`src/rtl/alu_arbiter.sv`:
```
// Round-robin arbiter that shares one RV32 ALU between NUM_REQ requesters and returns a tagged,
// one-deep registered response. Define ALU_ARB_LOCK_EN to add per-requester locking (req_lock).
module alu_arbiter #(
    parameter int NUM_REQ = 2,
    parameter int ID_W    = (NUM_REQ > 1) ? $clog2(NUM_REQ) : 1
) (
    input  logic                  clk,
    input  logic                  rst,
    input  logic [NUM_REQ-1:0]    req_valid,
    output logic [NUM_REQ-1:0]    req_ready,
    input  logic [NUM_REQ*32-1:0] req_a,
    input  logic [NUM_REQ*32-1:0] req_b,
    input  logic [NUM_REQ*4-1:0]  req_ctrl,
`ifdef ALU_ARB_LOCK_EN
    input  logic [NUM_REQ-1:0]    req_lock,
`endif
    output logic                  rsp_valid,
    input  logic                  rsp_ready,
    output logic [31:0]           rsp_result,
    output logic                  rsp_zero,
    output logic [ID_W-1:0]       rsp_id
);

    localparam logic [3:0] ALU_ADD  = 4'h0;
    localparam logic [3:0] ALU_SUB  = 4'h1;
    localparam logic [3:0] ALU_AND  = 4'h2;
    localparam logic [3:0] ALU_OR   = 4'h3;
    localparam logic [3:0] ALU_XOR  = 4'h4;
    localparam logic [3:0] ALU_SLL  = 4'h5;
    localparam logic [3:0] ALU_SRL  = 4'h6;
    localparam logic [3:0] ALU_SRA  = 4'h7;
    localparam logic [3:0] ALU_SLT  = 4'h8;
    localparam logic [3:0] ALU_SLTU = 4'h9;
    localparam logic [3:0] ALU_BEQ  = 4'hA;
    localparam logic [3:0] ALU_BNE  = 4'hB;
    localparam logic [3:0] ALU_BLT  = 4'hC;
    localparam logic [3:0] ALU_BGE  = 4'hD;
    localparam logic [3:0] ALU_BLTU = 4'hE;

    // Branch codes produce a-b as result and the branch-taken condition as zero.
    function automatic logic [32:0] alu_eval(input logic [31:0] a, input logic [31:0] b,
                                             input logic [3:0] ctrl);
        logic signed [31:0] sa;
        logic signed [31:0] sb;
        logic [31:0]        res;
        logic               zero;
        logic               is_br;
        sa    = a;
        sb    = b;
        res   = '0;
        zero  = 1'b0;
        is_br = 1'b0;
        case (ctrl)
            ALU_ADD:  res = a + b;
            ALU_SUB:  res = a - b;
            ALU_AND:  res = a & b;
            ALU_OR:   res = a | b;
            ALU_XOR:  res = a ^ b;
            ALU_SLL:  res = a << b[4:0];
            ALU_SRL:  res = a >> b[4:0];
            ALU_SRA:  res = sa >>> b[4:0];
            ALU_SLT:  res = {31'd0, sa < sb};
            ALU_SLTU: res = {31'd0, a < b};
            ALU_BEQ:  begin res = a - b; zero = (a == b);  is_br = 1'b1; end
            ALU_BNE:  begin res = a - b; zero = (a != b);  is_br = 1'b1; end
            ALU_BLT:  begin res = a - b; zero = (sa < sb); is_br = 1'b1; end
            ALU_BGE:  begin res = a - b; zero = (sa >= sb); is_br = 1'b1; end
            ALU_BLTU: begin res = a - b; zero = (a < b);   is_br = 1'b1; end
            default:  res = '0;
        endcase
        if (!is_br) begin
            zero = (res == 32'd0);
        end
        return {zero, res};
    endfunction

    function automatic logic [ID_W-1:0] next_ptr(input logic [ID_W-1:0] p);
        if (int'(p) >= NUM_REQ - 1) begin
            return '0;
        end
        return p + ID_W'(1);
    endfunction

    // Returns {found, index} of the first valid requester at or after start, wrapping.
    function automatic logic [ID_W:0] rr_pick(input logic [NUM_REQ-1:0] v,
                                              input logic [ID_W-1:0] start);
        logic [ID_W:0] pick;
        int            idx;
        pick = {1'b0, start};
        for (int k = 0; k < NUM_REQ; k++) begin
            idx = int'(start) + k;
            if (idx >= NUM_REQ) begin
                idx = idx - NUM_REQ;
            end
            if (!pick[ID_W] && v[idx]) begin
                pick = {1'b1, ID_W'(idx)};
            end
        end
        return pick;
    endfunction

    logic              rsp_valid_q,  rsp_valid_d;
    logic [31:0]       rsp_result_q, rsp_result_d;
    logic              rsp_zero_q,   rsp_zero_d;
    logic [ID_W-1:0]   rsp_id_q,     rsp_id_d;
    logic [ID_W-1:0]   rr_ptr_q,     rr_ptr_d;
`ifdef ALU_ARB_LOCK_EN
    logic              lock_q,       lock_d;
`endif

    logic [ID_W:0]     pick;
    logic              win_found;
    logic [ID_W-1:0]   win_id;
    logic              can_accept;
    logic              xfer;
    logic [31:0]       alu_a;
    logic [31:0]       alu_b;
    logic [3:0]        alu_ctrl;
    logic [31:0]       alu_result;
    logic              alu_zero;

    // While locked only the owner (held in rr_ptr) is eligible.
    always_comb begin
        pick = rr_pick(req_valid, rr_ptr_q);
`ifdef ALU_ARB_LOCK_EN
        if (lock_q) begin
            pick = {req_valid[rr_ptr_q], rr_ptr_q};
        end
`endif
        win_found = pick[ID_W];
        win_id    = pick[ID_W-1:0];
    end

    assign can_accept = !rsp_valid_q || rsp_ready;
    assign xfer       = win_found && can_accept && !rst;

    always_comb begin
        req_ready = '0;
        if (xfer) begin
            req_ready[win_id] = 1'b1;
        end
    end

    // With no winner, win_id equals rr_ptr, so the mux idles on that requester.
    assign alu_a    = req_a[32*int'(win_id) +: 32];
    assign alu_b    = req_b[32*int'(win_id) +: 32];
    assign alu_ctrl = req_ctrl[4*int'(win_id) +: 4];
    assign {alu_zero, alu_result} = alu_eval(alu_a, alu_b, alu_ctrl);

    always_comb begin
        rsp_valid_d  = rsp_valid_q;
        rsp_result_d = rsp_result_q;
        rsp_zero_d   = rsp_zero_q;
        rsp_id_d     = rsp_id_q;
        rr_ptr_d     = rr_ptr_q;
`ifdef ALU_ARB_LOCK_EN
        lock_d       = lock_q;
`endif
        if (xfer) begin
            rsp_valid_d  = 1'b1;
            rsp_result_d = alu_result;
            rsp_zero_d   = alu_zero;
            rsp_id_d     = win_id;
            rr_ptr_d     = next_ptr(win_id);
        end else if (rsp_ready) begin
            rsp_valid_d  = 1'b0;
        end
`ifdef ALU_ARB_LOCK_EN
        // Locking pins rr_ptr on the owner; an idle, unlocking owner releases it.
        if (xfer && req_lock[win_id]) begin
            lock_d   = 1'b1;
            rr_ptr_d = win_id;
        end else if (xfer) begin
            lock_d   = 1'b0;
        end else if (lock_q && !req_valid[rr_ptr_q] && !req_lock[rr_ptr_q]) begin
            lock_d   = 1'b0;
            rr_ptr_d = next_ptr(rr_ptr_q);
        end
`endif
    end

    always_ff @(posedge clk or posedge rst) begin
        if (rst) begin
            rsp_valid_q  <= 1'b0;
            rsp_result_q <= '0;
            rsp_zero_q   <= 1'b0;
            rsp_id_q     <= '0;
            rr_ptr_q     <= '0;
`ifdef ALU_ARB_LOCK_EN
            lock_q       <= 1'b0;
`endif
        end else begin
            rsp_valid_q  <= rsp_valid_d;
            rsp_result_q <= rsp_result_d;
            rsp_zero_q   <= rsp_zero_d;
            rsp_id_q     <= rsp_id_d;
            rr_ptr_q     <= rr_ptr_d;
`ifdef ALU_ARB_LOCK_EN
            lock_q       <= lock_d;
`endif
        end
    end

    assign rsp_valid  = rsp_valid_q;
    assign rsp_result = rsp_result_q;
    assign rsp_zero   = rsp_zero_q;
    assign rsp_id     = rsp_id_q;

endmodule

```
`config.mk`:
```
export PLATFORM = sky130hd
export DESIGN_NAME = alu_arbiter
export DESIGN_NICKNAME = d
export VERILOG_FILES = /design/src/rtl/alu_arbiter.sv
export SDC_FILE = /design/constraint.sdc
export NUM_CORES = 1
export LEC_CHECK = 0
export CAP_MARGIN = 20
export CORE_ASPECT_RATIO = 1.5
export CORE_MARGIN = 2
export CORE_UTILIZATION = 39
export DETAILED_ROUTE_END_ITERATION = 10
export GPL_TIMING_DRIVEN = 0
export PLACE_DENSITY = 0.68
export SLEW_MARGIN = 10
export SYNTH_ARGS = -nofsm -noshare
export SYNTH_HDL_FRONTEND = slang
export SYNTH_SLANG_ARGS = --single-unit
export TNS_END_PERCENT = 1
```
`constraint.sdc`:
```
create_clock -name clk -period 7 [get_ports clk]
set_clock_uncertainty 0.1 [all_clocks]
set_input_delay 1.4 -clock clk [delete_from_list [all_inputs] [get_ports clk]]
set_output_delay 1.4 -clock clk [all_outputs]
set_load 0.005 [all_outputs]
```
==> metrics.cfg <==
[placement]
globalplace.congestion=1.19
io_buffers=177
dp.cells=2325
hpwl_um=67900

[global_route]
track_usage=0.501
grt_pass1_wl_um=116000
grt_busiest_layer=met2
antenna_found_initial=5
met3_usage=0.101
grt_pass1_vias=16203
grt.met2_usage=0.799
grt_overflow_total=0
grt_max_degree=38
met1_usage=0.557

[synth]
netlist.area_leader.share=0.103
synth.ff_latch_count=36
ys_top_cells_by_count=nand2_1 (210), nor2_1 (182), a21oi_1 (140)
avgSynthCellArea_um2=6.87
yosysWarnings=0
synthCells=1740
synthDistinctLibCells=97
syn_nets=1981
ys_seq_area_frac=0.0753
ys.flop_type=dfrtp_1
synth-edff-count=0
syn_area_um2=12000
yosysMostFrequentCell=nand2_1
async_flop_share=1.00
yosysTopAreaCell=ha_1
synthTopCellsByArea=ha_1 (10%), mux2i_1 (8.5%), dfrtp_1 (7.5%)

[critical_path]
slowest_delay_ns=0.75
path_cells=clkdlybuf4s50_1, nand2b_4, buf_6, a211oi_4, or2_1, buf_4, inv_2, buf_4, buf_2, clkbuf_1, buf_1, nor2_1, a21oi_1, a21oi_1, o21ai_0, o2111a_1, and4_1, nand4_1, o41ai_2
arrival_ns=7.13
start_kind=input port
worstSetupPathType=in -> reg
crit_buf_inv=8
cp_max_fo=10
cp-end-kind=flop
cpLargestDelayFamily=buffers and inverters
crit_path_top_delay_cell=clkbuf_1
worstPathRequired_ns=7.09

[outcome]
status=finished with violations
violations=setup timing

[timing]
report.final.slew_viol_count=0
fin_hold_ws_ns=0.404
relSlewSlack=0.165
hold_violations=0
finalWorstSetupSlack_ns=-0.0358
finalSetupTns_ns=-0.0358
layout_worst_path_cycle_share=1.01
setup_viol=1
period_needed_ns=7.04
tightest_slew_ns=1.24
fmax_mhz=142

[clock_network]
clock-root-buffer=clkbuf_16
cts.sinks=36
clk_pin_slew_ns=0.06
htree_num_levels=2
cts-hold-fix-buffers=0
clk_latency_ns=0.28
clk_path_buf_depth=2
cts_made_buffers=5
cts_tree=built

[power]
p_leak_nw=6.16
vdd_drop_max_uv=172
total_power_mw=4.54
power_per_cell_area_nw_per_um2=300

[finish]
fillerInstances=3029
utilization=0.499
multi_input_area_um2=10400
syn2layout_area_growth_pct=26.2
regArea_um2=901
fin_cells=2345
nets=2183
drive_gt1_frac=0.127

[floorplan]
io_pins=178
num_rows=78
die_area_um2=32100
initial_utilization=0.395
die_h_um=218
die_w_um=147
core_um2=30300

[routing]
vias=16970
wl_per_cell_um=35.6
via_per_inst=7.24
drtIter0Drc=2439
drtAntennaViolNets=0
first_pass_iters=6
post-route-drc-count=0
drt_wl_total_um=83600

[hold_path]
hp-class=reg -> reg

[flow_run]
drv_cap=0

## stage by stage
stage | instance area [µm²] | setup slack (ns)
after detailed placement | 14300 | -3.14
after floorplan | 12000 | 0.567
after CTS | 14800 | 0.0151
after global routing | 15100 | -0.140
final | 15100 | -0.0358
after global placement | 14200 | -3.28
## sequential cells by signal (all words and copies together) (netlist names)
register    count
rsp_zero        1
rsp_valid       1
rsp_result     32
rsp_id          1
rr_ptr_q        1
## logic make-up after synthesis
logic type	Yosys count	synth area share
DFF	36	0.0753
adders and majority gates	100	0.106
AOI/OAI and AO/OA	620	0.363
muxes	152	0.135
xor gates and xnor gates	28	0.0205
and+or+nand+nor	573	0.214
buffers and inverters	231	0.0857
## final timing paths
check                               start              to  slack (ns)  cells after the start
max                          req_valid[1]        rsp_zero       -0.04                     19
min                        rsp_result[14]  rsp_result[14]        0.40                      1
max reg2reg                      rr_ptr_q        rsp_zero        0.84                     19
min reg2reg                rsp_result[14]  rsp_result[14]        0.40                      1
max in group asynchronous             rst   rsp_result[4]        4.80                      2
min in group asynchronous             rst  rsp_result[17]        1.49                      2
## report_power, final
group	leakage, nW	internal [mW]	switching [mW]
Combinational	5.67	1.33	2.63
Clock	0.0736	0.131	0.0908
Sequential	0.417	0.292	0.0582
Total	6.16	1.76	2.78
## metal layers
metal / wire length (µm) / up-vias / share of wire
li1: - / 6942 / -
met1: 28400 / 7988 / 0.34
met2: 36000 / 1498 / 0.43
met3: 8420 / 538 / 0.10
met4: 10700 / 4 / 0.13
met5: 28 / - / 0.00034
## final cells by class
| type | instances | area share |
|---|---|---|
| diodes | 2 | 0.000331 |
| plain buffers | 122 | 0.0505 |
| clock buffers | 5 | 0.00829 |
| clock inverters | 3 | 0.00124 |
| inverters | 95 | 0.0240 |
| multi-input cells | 1473 | 0.689 |
| flip-flops and latches | 36 | 0.0597 |
| well taps | 400 | 0.0331 |
| repair buffers | 209 | 0.134 |
## repair_timing
action | in CTS | in global routing
pin swaps | 13 | 14
resized for setup | 76 | 64
setup endpoints to repair | 31 | 5
buffers inserted | 16 | 6
## cell usage in the layout, fill, tap and decap left out, types with 8 or more instances in the layout
cell type,count
o211ai_1,55
mux2i_1,97
nor2b_1,9
o21ai_0,73
nand4_1,21
nor2_1,182
o22ai_1,46
clkbuf_1,51
a221o_1,11
o21bai_1,9
nand2b_1,17
a21o_1,14
buf_4,38
mux2_2,43
a222oi_1,10
nor3_1,34
a31oi_1,22
o311ai_0,9
nor4_1,15
dfrtp_1,36
o21a_1,9
ha_1,92
nand3_1,32
nand2_1,210
o31ai_1,14
inv_1,88
xnor2_1,24
o221ai_1,15
a211oi_1,46
a21oi_1,137
clkdlybuf4s50_1,176
buf_2,24
buf_6,12
a22oi_1,8
a221oi_1,14
(Power assumes the default switching activity.)
